### src/rtl/switch_pkg.sv
// -----------------------------------------------------------------------------
// switch_pkg
// Shared definitions for the switch ingress queue: the controller state
// encoding, the default geometry of the block and a saturating counter helper.
// No ports; imported by switch_pkt_fifo and switch_ingress_queue.
// -----------------------------------------------------------------------------
package switch_pkg;

  typedef enum logic [1:0] {
    IDLE = 2'd0,
    REQ  = 2'd1,
    WAIT = 2'd2
  } state_t;

  localparam int DEFAULT_ADDR_WIDTH     = 8;
  localparam int DEFAULT_DATA_WIDTH     = 8;
  localparam int DEFAULT_FIFO_DEPTH     = 4;
  localparam int DEFAULT_TIMEOUT_CYCLES = 16;

  // Statistics counters stick at 255 rather than wrapping back to zero.
  function automatic logic [7:0] sat_inc(input logic [7:0] value);
    return (value == 8'hFF) ? value : value + 8'd1;
  endfunction

endpackage

### src/rtl/switch_pkt_fifo.sv
// -----------------------------------------------------------------------------
// switch_pkt_fifo
// Synchronous show-ahead FIFO holding packed {address,data} packet entries.
// Read and write pointers carry one extra MSB so full and empty can be told
// apart when the index bits are equal.
//
// Ports:
//   clk    in   rising-edge clock
//   reset  in   asynchronous active-high reset, empties the FIFO
//   push   in   write wdata this cycle (ignored when full)
//   wdata  in   WIDTH-bit entry to write
//   pop    in   discard the head entry this cycle (ignored when empty)
//   rdata  out  current head entry, valid while empty is low
//   full   out  DEPTH entries stored
//   empty  out  no entries stored
//   count  out  number of stored entries
// -----------------------------------------------------------------------------
module switch_pkt_fifo
  import switch_pkg::*;
#(
  parameter int WIDTH = DEFAULT_ADDR_WIDTH + DEFAULT_DATA_WIDTH,
  parameter int DEPTH = DEFAULT_FIFO_DEPTH
) (
  input  logic                     clk,
  input  logic                     reset,
  input  logic                     push,
  input  logic [WIDTH-1:0]         wdata,
  input  logic                     pop,
  output logic [WIDTH-1:0]         rdata,
  output logic                     full,
  output logic                     empty,
  output logic [$clog2(DEPTH):0]   count
);

  localparam int IDX_W = $clog2(DEPTH);

  logic [IDX_W:0]     wr_ptr;
  logic [IDX_W:0]     rd_ptr;
  logic [WIDTH-1:0]   mem [DEPTH];
  logic               do_push;
  logic               do_pop;

  assign do_push = push && !full;
  assign do_pop  = pop && !empty;

  assign empty = (wr_ptr == rd_ptr);
  assign full  = (wr_ptr[IDX_W] != rd_ptr[IDX_W]) &&
                 (wr_ptr[IDX_W-1:0] == rd_ptr[IDX_W-1:0]);
  assign count = wr_ptr - rd_ptr;
  assign rdata = mem[rd_ptr[IDX_W-1:0]];

  // Pointer update; resetting the pointers is enough to discard the contents.
  always_ff @(posedge clk or posedge reset) begin
    if (reset) begin
      wr_ptr <= '0;
      rd_ptr <= '0;
    end else begin
      if (do_push) wr_ptr <= wr_ptr + 1'b1;
      if (do_pop)  rd_ptr <= rd_ptr + 1'b1;
    end
  end

  // Storage array, written only; stale entries are never visible.
  always_ff @(posedge clk) begin
    if (do_push) mem[wr_ptr[IDX_W-1:0]] <= wdata;
  end

endmodule

### src/rtl/switch_ingress_queue.sv
// -----------------------------------------------------------------------------
// switch_ingress_queue
// Buffers incoming packets and presents them one at a time to a switch port
// with a single-cycle send request, then waits for the switch to report
// completion. Packets addressed to 0 are discarded without a request.
//
// Optional feature: define SWITCH_INGRESS_TIMEOUT_EN to abandon a packet that
// has waited TIMEOUT_CYCLES cycles without packet_finished (counted as drop).
//
// Ports:
//   clk, reset          clock and asynchronous active-high reset
//   in_valid/in_ready   upstream handshake, transfer when both high at posedge
//   in_address/in_data  incoming packet
//   port_address        destination of the packet being delivered
//   packet_data         payload of the packet being delivered
//   packet_send_req     one-cycle request to the switch
//   packet_finished     switch reports delivery complete
//   busy                a packet is being requested or awaited
//   sent_count          delivered packets (saturating)
//   drop_count          discarded packets (saturating)
// -----------------------------------------------------------------------------
module switch_ingress_queue
  import switch_pkg::*;
#(
  parameter int PORT_ADDR_LENGTH = DEFAULT_ADDR_WIDTH,
  parameter int DATA_WIDTH       = DEFAULT_DATA_WIDTH,
  parameter int FIFO_DEPTH       = DEFAULT_FIFO_DEPTH,
  parameter int TIMEOUT_CYCLES   = DEFAULT_TIMEOUT_CYCLES
) (
  input  logic                        clk,
  input  logic                        reset,
  input  logic                        in_valid,
  output logic                        in_ready,
  input  logic [PORT_ADDR_LENGTH-1:0] in_address,
  input  logic [DATA_WIDTH-1:0]       in_data,
  output logic [PORT_ADDR_LENGTH-1:0] port_address,
  output logic [DATA_WIDTH-1:0]       packet_data,
  output logic                        packet_send_req,
  input  logic                        packet_finished,
  output logic                        busy,
  output logic [7:0]                  sent_count,
  output logic [7:0]                  drop_count
);

  localparam int ENTRY_WIDTH = PORT_ADDR_LENGTH + DATA_WIDTH;
  localparam int COUNT_WIDTH = $clog2(FIFO_DEPTH) + 1;
  localparam logic [COUNT_WIDTH-1:0] ALMOST_FULL = COUNT_WIDTH'(FIFO_DEPTH - 1);

  state_t                       state;
  logic                         push;
  logic                         pop;
  logic                         fifo_full;
  logic                         fifo_empty;
  logic [COUNT_WIDTH-1:0]       level;
  logic [ENTRY_WIDTH-1:0]       head;
  logic [PORT_ADDR_LENGTH-1:0]  head_address;
  logic [DATA_WIDTH-1:0]        head_data;

  assign push = in_valid && in_ready;
  assign pop  = (state == IDLE) && !fifo_empty;
  assign {head_address, head_data} = head;
  assign busy = (state != IDLE);

  switch_pkt_fifo #(
    .WIDTH (ENTRY_WIDTH),
    .DEPTH (FIFO_DEPTH)
  ) u_fifo (
    .clk   (clk),
    .reset (reset),
    .push  (push),
    .wdata ({in_address, in_data}),
    .pop   (pop),
    .rdata (head),
    .full  (fifo_full),
    .empty (fifo_empty),
    .count (level)
  );

  // in_ready is the registered "not full" level of the next cycle. A pop from
  // a full FIFO only reopens the input one cycle later.
  always_ff @(posedge clk or posedge reset) begin
    if (reset) begin
      in_ready <= 1'b0;
    end else begin
      in_ready <= !((fifo_full && !pop) || ((level == ALMOST_FULL) && push && !pop));
    end
  end

`ifdef SWITCH_INGRESS_TIMEOUT_EN
  localparam int TMO_W = $clog2(TIMEOUT_CYCLES);
  localparam logic [TMO_W-1:0] TMO_LAST = TMO_W'(TIMEOUT_CYCLES - 1);
  logic [TMO_W-1:0] tmo_count;
`else
  // Without the timeout the parameter only keeps the interface uniform.
  logic [31:0] unused_timeout;
  assign unused_timeout = 32'(TIMEOUT_CYCLES);
`endif

  // Delivery controller. The output registers are loaded only when a packet
  // leaves IDLE for REQ, so they stay stable for the whole REQ/WAIT period.
  // In WAIT a completion takes priority over an expiring timeout.
  always_ff @(posedge clk or posedge reset) begin
    if (reset) begin
      state           <= IDLE;
      packet_send_req <= 1'b0;
      port_address    <= '0;
      packet_data     <= '0;
      sent_count      <= '0;
      drop_count      <= '0;
`ifdef SWITCH_INGRESS_TIMEOUT_EN
      tmo_count       <= '0;
`endif
    end else begin
      case (state)
        IDLE: begin
          if (!fifo_empty) begin
            if (head_address != '0) begin
              port_address    <= head_address;
              packet_data     <= head_data;
              packet_send_req <= 1'b1;
              state           <= REQ;
            end else begin
              drop_count <= sat_inc(drop_count);
            end
          end
        end
        REQ: begin
          packet_send_req <= 1'b0;
          state           <= WAIT;
`ifdef SWITCH_INGRESS_TIMEOUT_EN
          tmo_count       <= '0;
`endif
        end
        WAIT: begin
          if (packet_finished) begin
            sent_count <= sat_inc(sent_count);
            state      <= IDLE;
          end
`ifdef SWITCH_INGRESS_TIMEOUT_EN
          else if (tmo_count == TMO_LAST) begin
            drop_count <= sat_inc(drop_count);
            state      <= IDLE;
          end else begin
            tmo_count <= tmo_count + 1'b1;
          end
`endif
        end
        default: begin
          packet_send_req <= 1'b0;
          state           <= IDLE;
        end
      endcase
    end
  end

endmodule
### config.mk
export PLATFORM = sky130hd
export DESIGN_NAME = switch_ingress_queue
export DESIGN_NICKNAME = d
export VERILOG_FILES = /design/src/rtl/switch_pkg.sv /design/src/rtl/switch_pkt_fifo.sv /design/src/rtl/switch_ingress_queue.sv
export SDC_FILE = /design/constraint.sdc
export NUM_CORES = 1
export LEC_CHECK = 0
export BUFFER_PORTS_ARGS = -buffer_cell sky130_fd_sc_hd__buf_2
export CAP_MARGIN = 0
export CORE_ASPECT_RATIO = 1.2
export CORE_MARGIN = 5
export CORE_UTILIZATION = 30
export CTS_BUF_LIST = sky130_fd_sc_hd__clkbuf_16
export DETAILED_ROUTE_END_ITERATION = 7
export PLACE_DENSITY_LB_ADDON = 0.12
export REMOVE_ABC_BUFFERS = 1
export SETUP_SLACK_MARGIN = 0.5
export SYNTH_ARGS = -nofsm -noshare
export SYNTH_HDL_FRONTEND = slang
export SYNTH_SLANG_ARGS = --single-unit
### constraint.sdc
create_clock -name clk -period 4.05 [get_ports clk]
set_input_delay 0.6075 -clock clk [delete_from_list [all_inputs] [get_ports clk]]
set_output_delay 0.6075 -clock clk [all_outputs]
set_load 0.03 [all_outputs]
* After elaboration in Yosys (flattened, before gate mapping)
Memory sizes are Yosys's and may differ from the RTL's.
Cells that the tools add are included.
Widths: inputs -> output; s select.
** Operators by class
- Bitwise logic cells :: 5
- Add/sub/neg operators :: 5
- Equality and inequality tests :: 11
- Mux-type cells :: 9
- Reductions and logical operators :: 21
** Operators by type and width (count)
- $add 8x1->8 const B :: 2
- $eq 8x8->1 const B :: 2
- $reduce_and 3->1 :: 4
- $logic_and 1x1->1 :: 8
- $reduce_bool 8->1 :: 1
- $add 3x1->3 const B :: 2
- $mux 2 :: 3
- $pmux 2 s3 :: 1
- $not 1->1 :: 5
- $logic_not 1->1 :: 4
- $mux 1 :: 4
- $ne 2x2->1 const B :: 2
- $reduce_and 4->1 :: 1
- $eq 3x2->1 const B :: 1
- $eq 3x3->1 :: 1
- $sub 3x3->3 :: 1
- $eq 2x1->1 const B :: 1
- $eq 2x2->1 :: 1
- $eq 2x2->1 const B :: 1
- $logic_not 2->1 :: 1
- $ne 2x1->1 const B :: 1
- $pmux 1 s2 :: 1
- $reduce_bool 2->1 :: 1
- $logic_or 1x1->1 :: 1
- $ne 1x1->1 :: 1
** Word-level totals
- Word-level logic and storage cells :: 61
- Register bits after elaboration :: 42
- Memories :: 1
- Output and inout port bits :: 35
- Input port bits :: 20
- Bits in writable memories :: 64
** Memories
- u_fifo.mem :: depth 4, bits a word 16, rd ports 1, clocked after Yosys merged registers in 0, write ports 1, RTL line switch_pkt_fifo.sv:39 : logic [WIDTH-1:0] mem [DEPTH];

* Logic depth before layout (Yosys ltp)
- Word-level depth :: 7
- Gate-level depth with buffers :: 9
- Gate-level depth less buffers :: 7

* Modules after synthesis
From an unflattened synthesis, not the netlist that was laid out.
** Unflattened totals
- Cell total of the unflattened synthesis :: 250
- Area, all modules :: 4351.7 um^2
** By module, submodules not included
- switch_pkt_fifo :: area an instance 2776.4 um^2, cells each 130, instances 1
- switch_ingress_queue :: area an instance 1575.3 um^2, cells each 120, instances 1

* Worst setup path after synthesis
Ideal clock, no wire load.
- Path kind :: reg-to-reg
- Start point :: reg u_fifo.rd_ptr[1]
- End point :: mem u_fifo.mem[3][0] in the netlist's numbering, enable pin
- Clock period less this slack :: 2679 ps
- Buffers on the path :: 2
- Data required time :: 3675 ps
- Stages on the path, launching flop included :: 9
- Setup slack :: 1371 ps
- Setup time :: 375 ps
- Arrival time :: 2304 ps
- Cell sequence :: dfrtp_1 > clkbuf_1 > buf_1 > inv_1 > ha_1 > nand2_1 > nor2_1 > nor2_1 > and2_1
** On the way
- Word-level cells in the longest chain between the ends :: 6
** RTL lines
- from (decl) :: RTL line switch_pkt_fifo.sv:38 : logic [IDX_W:0] rd_ptr;
- from (signal assigned) :: RTL line switch_pkt_fifo.sv:59 : if (do_pop) rd_ptr <= rd_ptr + 1'b1;
- $eq 2x2->1 :: RTL line switch_pkt_fifo.sv:48 : (wr_ptr[IDX_W-1:0] == rd_ptr[IDX_W-1:0]);
- $logic_and 1x1->1 :: RTL line switch_pkt_fifo.sv:47 : assign full = (wr_ptr[IDX_W] != rd_ptr[IDX_W]) &&
- $logic_not 1->1 :: RTL line switch_pkt_fifo.sv:43 : assign do_push = push && !full;
- $logic_and 1x1->1 :: RTL line switch_pkt_fifo.sv:43
- $mux 1 :: RTL line switch_pkt_fifo.sv:65 : if (do_push) mem[wr_ptr[IDX_W-1:0]] <= wdata;
- $mux 1 (not written as such) :: RTL line switch_pkt_fifo.sv:65
- to (decl) :: RTL line switch_pkt_fifo.sv:39
No other way between the ends.

* Worst setup path after layout
- Start point :: reg u_fifo.rd_ptr[0]
- End point :: reg drop_count[1]
** On the way
- Word-level cells in the longest chain between the ends :: 4
- Elaborated cells between the ends (all ways) :: 6
- Those cells by class :: 1 x eq/ne; 2 x bitwise; 2 x reduce/logical; 1 x memory
** RTL lines
- $mem_v2 4x16
- $reduce_bool 8->1 :: RTL line switch_ingress_queue.sv:117 : if (head_address != '0) begin
- $not 1->1 (no line)
- $reduce_and 4->1 (no line) *
- to (signal assigned) :: RTL line switch_ingress_queue.sv:123 : drop_count <= sat_inc(drop_count);
- to (decl) :: RTL line switch_ingress_queue.sv:42 : output logic [7:0] drop_count
Mark *: on every way between the ends. The rest lies on a longest branch, timed or not.
A chain may end at the register's enable or synchronous reset.

==> results by group <==
Clock network
  • TritonCTS buffer count: 9
  • Worst-case clock buffer depth: 2
  • Setup bufs post-CTS: 0
  • # clock sinks: 106
  • Hold-fix buffers, CTS: 0
  • CTS tree: built
  • Root buf cell: clkbuf_16
  • Worst-path clk slew: roughly 0.080 ns
  • H-tree levels: 3
  • Post-cts resize count: 0
  • Clock latency on the worst-skew pair: 0.34 ns

Critical path
  • Startpoint Class: flip-flop
  • Length in cells of the worst reg-to-reg path: 5
  • Critical Path End Type: flip-flop
  • CP bufs+invs: 1
  • Req. time, crit path: 4.28 ns
  • CP top delay family: multiplexers
  • CP Max Fanout: 8
  • Arr. time, crit path: 3.04 ns
  • WP depth: 5
  • Worst path slowest cell: mux4_1
  • CP max stage delay: roughly 0.61 ns
  • Critical path type: flip-flop to flip-flop
  • CP cell instances: buf_4 > mux4_1 > nor4_2 > and4bb_1 > mux2_2

Detailed routing
  • First drt pass iteration count: 4
  • # DRC: 0
  • Wire length per cell: around 17 um
  • Drt total wl: between 8 and 9 mm
  • Post-route ant nets: 0
  • First-iteration detailed-routing DRC count: 62
  • Vias: 2,167
  • Drt via density: 4.57

Final layout
  • Share of layout cells above drive strength 1: 0.374
  • Most frequent cells in the layout: 64 x edfxtp_1, 54 x buf_2, 42 x dfrtp_1
  • Most common cell after layout, fill and taps aside: edfxtp_1
  • Net count, final: 327
  • Synth-to-layout area growth: 19.1%
  • Final cell count without fillers: 474

Timing
  • Final setup vio count: 0
  • Unrepaired setup endpoints after global routing: false
  • Final period util: 0.694
  • Tmin final: 2.81 ns
  • Fmax: roughly 0.36 GHz
  • Clock skew: 0.0104 ns
  • Fin. max-slew vios: 0
  • Setup_tns: 0 ns
  • Slew HR: 0.368
  • Hold Fails Final Rpt: 0
  • Least-Margin Pin Slew: roughly 0.95 ns

Hold path
  • Hold Path Depth: 1
  • Worst hold-check path type: primary input to flip-flop

Synth
  • EDFF count, synth: 64
  • Seq/Total Area, Yosys: 0.697
  • Ys async rst share: 0.396
  • Avg Cell Area, Syn: 18.6 um^2
  • Most used DFF post-synth: edfxtp_1
  • Mapped Cells: 229
  • Yosys warning count: 0
  • Mapped Area: 4270 um^2
  • Unique masters post-synth: 32
  • Seq cells post-synth: 106

Floorplan
  • IO Count: 55
  • Die area: 16,700 um^2
  • Row Count: between 40 and 50
  • Initial Util: 0.308
  • Core area: 13,900 um^2
  • DIE WIDTH: ~120 um
  • Die height: 141 um

Power
  • Sw frac: 0.346
  • VDD IR-drop max: ~260 uV
  • Power share of the clock group: 0.223
  • P_int: 2.64 mW
  • Pleak: 2.04 nW
  • PwrDens: 794 nW/um^2
  • Logic gate share of total power: 0.369
  • Net Sw Power: 1.40 mW
  • Power share of the sequential group: 0.407

Global routing
  • Largest net degree at the start of global routing: 43
  • First-pass GRT wire length: around 13 mm
  • Number of global-route vias before repair: 2,306
  • Antenna violations before repair: 0
  • GRT Resource Usage Total: 0.101
  • Grt total ovfl: 0

Job
  • Max cap viols: 0

Placed design
  • Port buffer count: 54
  • HPWL Detailed: 5.32 mm
  • Placed insts: between 400 and 500
  • Global placer's final weighted congestion: 0.712

Outcome
  • Status: completed
-- worst register-to-register path, delay by kind of cell, from the launching register on --
kind	cells	cell delay, ns
flip-flops	1	0.59
multiplexers	2	0.98
buffers and inverters	1	0.28
AND/OR/NAND/NOR	2	0.86
-- area by class of cell --
| class | instances | area (um^2) |
|---|---|---|
| Antenna cell | 1 | 2.50 |
| Clock buffer | 9 | 225 |
| Clock inverter | 7 | 82.6 |
| Fill cell | 1305 | 8800 |
| Inverter | 6 | 22.5 |
| Multi-Input combinational cell | 111 | 1220 |
| Sequential cell | 106 | 2970 |
| Tap cell | 171 | 214 |
| Timing Repair Buffer | 63 | 338 |
-- cells in the mapped netlist, types with 4 or more instances --
cell type,instances,area share
edfxtp_1,64,0.45
dfrtp_1,42,0.25
xnor2_1,15,0.031
mux2_2,12,0.032
ha_1,9,0.026
mux4_2,9,0.047
nand2_1,9,0.0079
mux2_4,8,0.028
mux4_1,7,0.043
inv_1,6,0.0053
nand4_1,6,0.0088
and3_1,5,0.0073
nor2_1,5,0.0044
xor2_1,5,0.010
and2_1,4,0.0059
-- sequential cells by signal, summed over array words and instances, names as in the netlist, 2 cells and up --
register	cells
port_address	8
packet_data	8
u_fifo.wr_ptr	3
sent_count	8
drop_count	8
u_fifo.rd_ptr	3
u_fifo.mem	64
state	2
-- stage by stage --
stage	util	setup WS, ns	power (mW)	hold WS [ns]	instance area (um^2)
after floorplan	-	1.32	2.72	0.447	4220
after global placement	0.344	1.25	3.20	0.475	4770
after detailed placement	0.344	1.19	3.21	0.482	4770
after CTS	0.366	1.17	4.12	0.465	5080
after global routing	0.366	1.05	4.29	0.463	5080
final	0.366	1.24	4.04	0.473	5080
-- metal layers --
layer / track usage / up-vias / wire length [um]
met5: 0 / - / 0
met4: 0.0421 / 0 / 128
met3: 0.0248 / 8 / 283
met2: 0.160 / 43 / 3960
met1: 0.133 / 1105 / 3670
li1: - / 1011 / -
-- power groups by stage --
stage | logic, mW | clock network [mW] | registers [mW]
floorplan | 0.826 | 0 | 1.90
global placement | 1.52 | 0 | 1.68
detailed placement | 1.53 | 0 | 1.68
CTS | 1.53 | 0.930 | 1.66
global route | 1.63 | 0.979 | 1.69
finish | 1.49 | 0.901 | 1.64
-- worst paths after layout --
check                                  from          endpoint  slack [ns]
setup / recovery           u_fifo.rd_ptr[0]     drop_count[1]        1.24
hold / removal                   in_data[1]  u_fifo.mem[3][1]        0.47
setup reg to reg           u_fifo.rd_ptr[0]     drop_count[1]        1.24
hold reg to reg               sent_count[5]     sent_count[5]        0.49
max in group asynchronous             reset  u_fifo.rd_ptr[2]        2.98
min in group asynchronous             reset     drop_count[4]        0.48
-- logic make-up (layout without fill, tap and decap cells) --
group	count (synthesis)	in the layout	share of synthesized area
buffers and inverters	12	85	0.0167
AO/OA/AOI/OAI	7	7	0.0106
XOR/XNOR	20	20	0.0410
flip-flops	106	106	0.697
adder cells (fa/ha/maj)	10	10	0.0311
AND/OR/NAND/NOR	38	38	0.0537
multiplexers	36	36	0.150
other	0	1	0
Note: power is estimated with default switching activity, not from simulation.
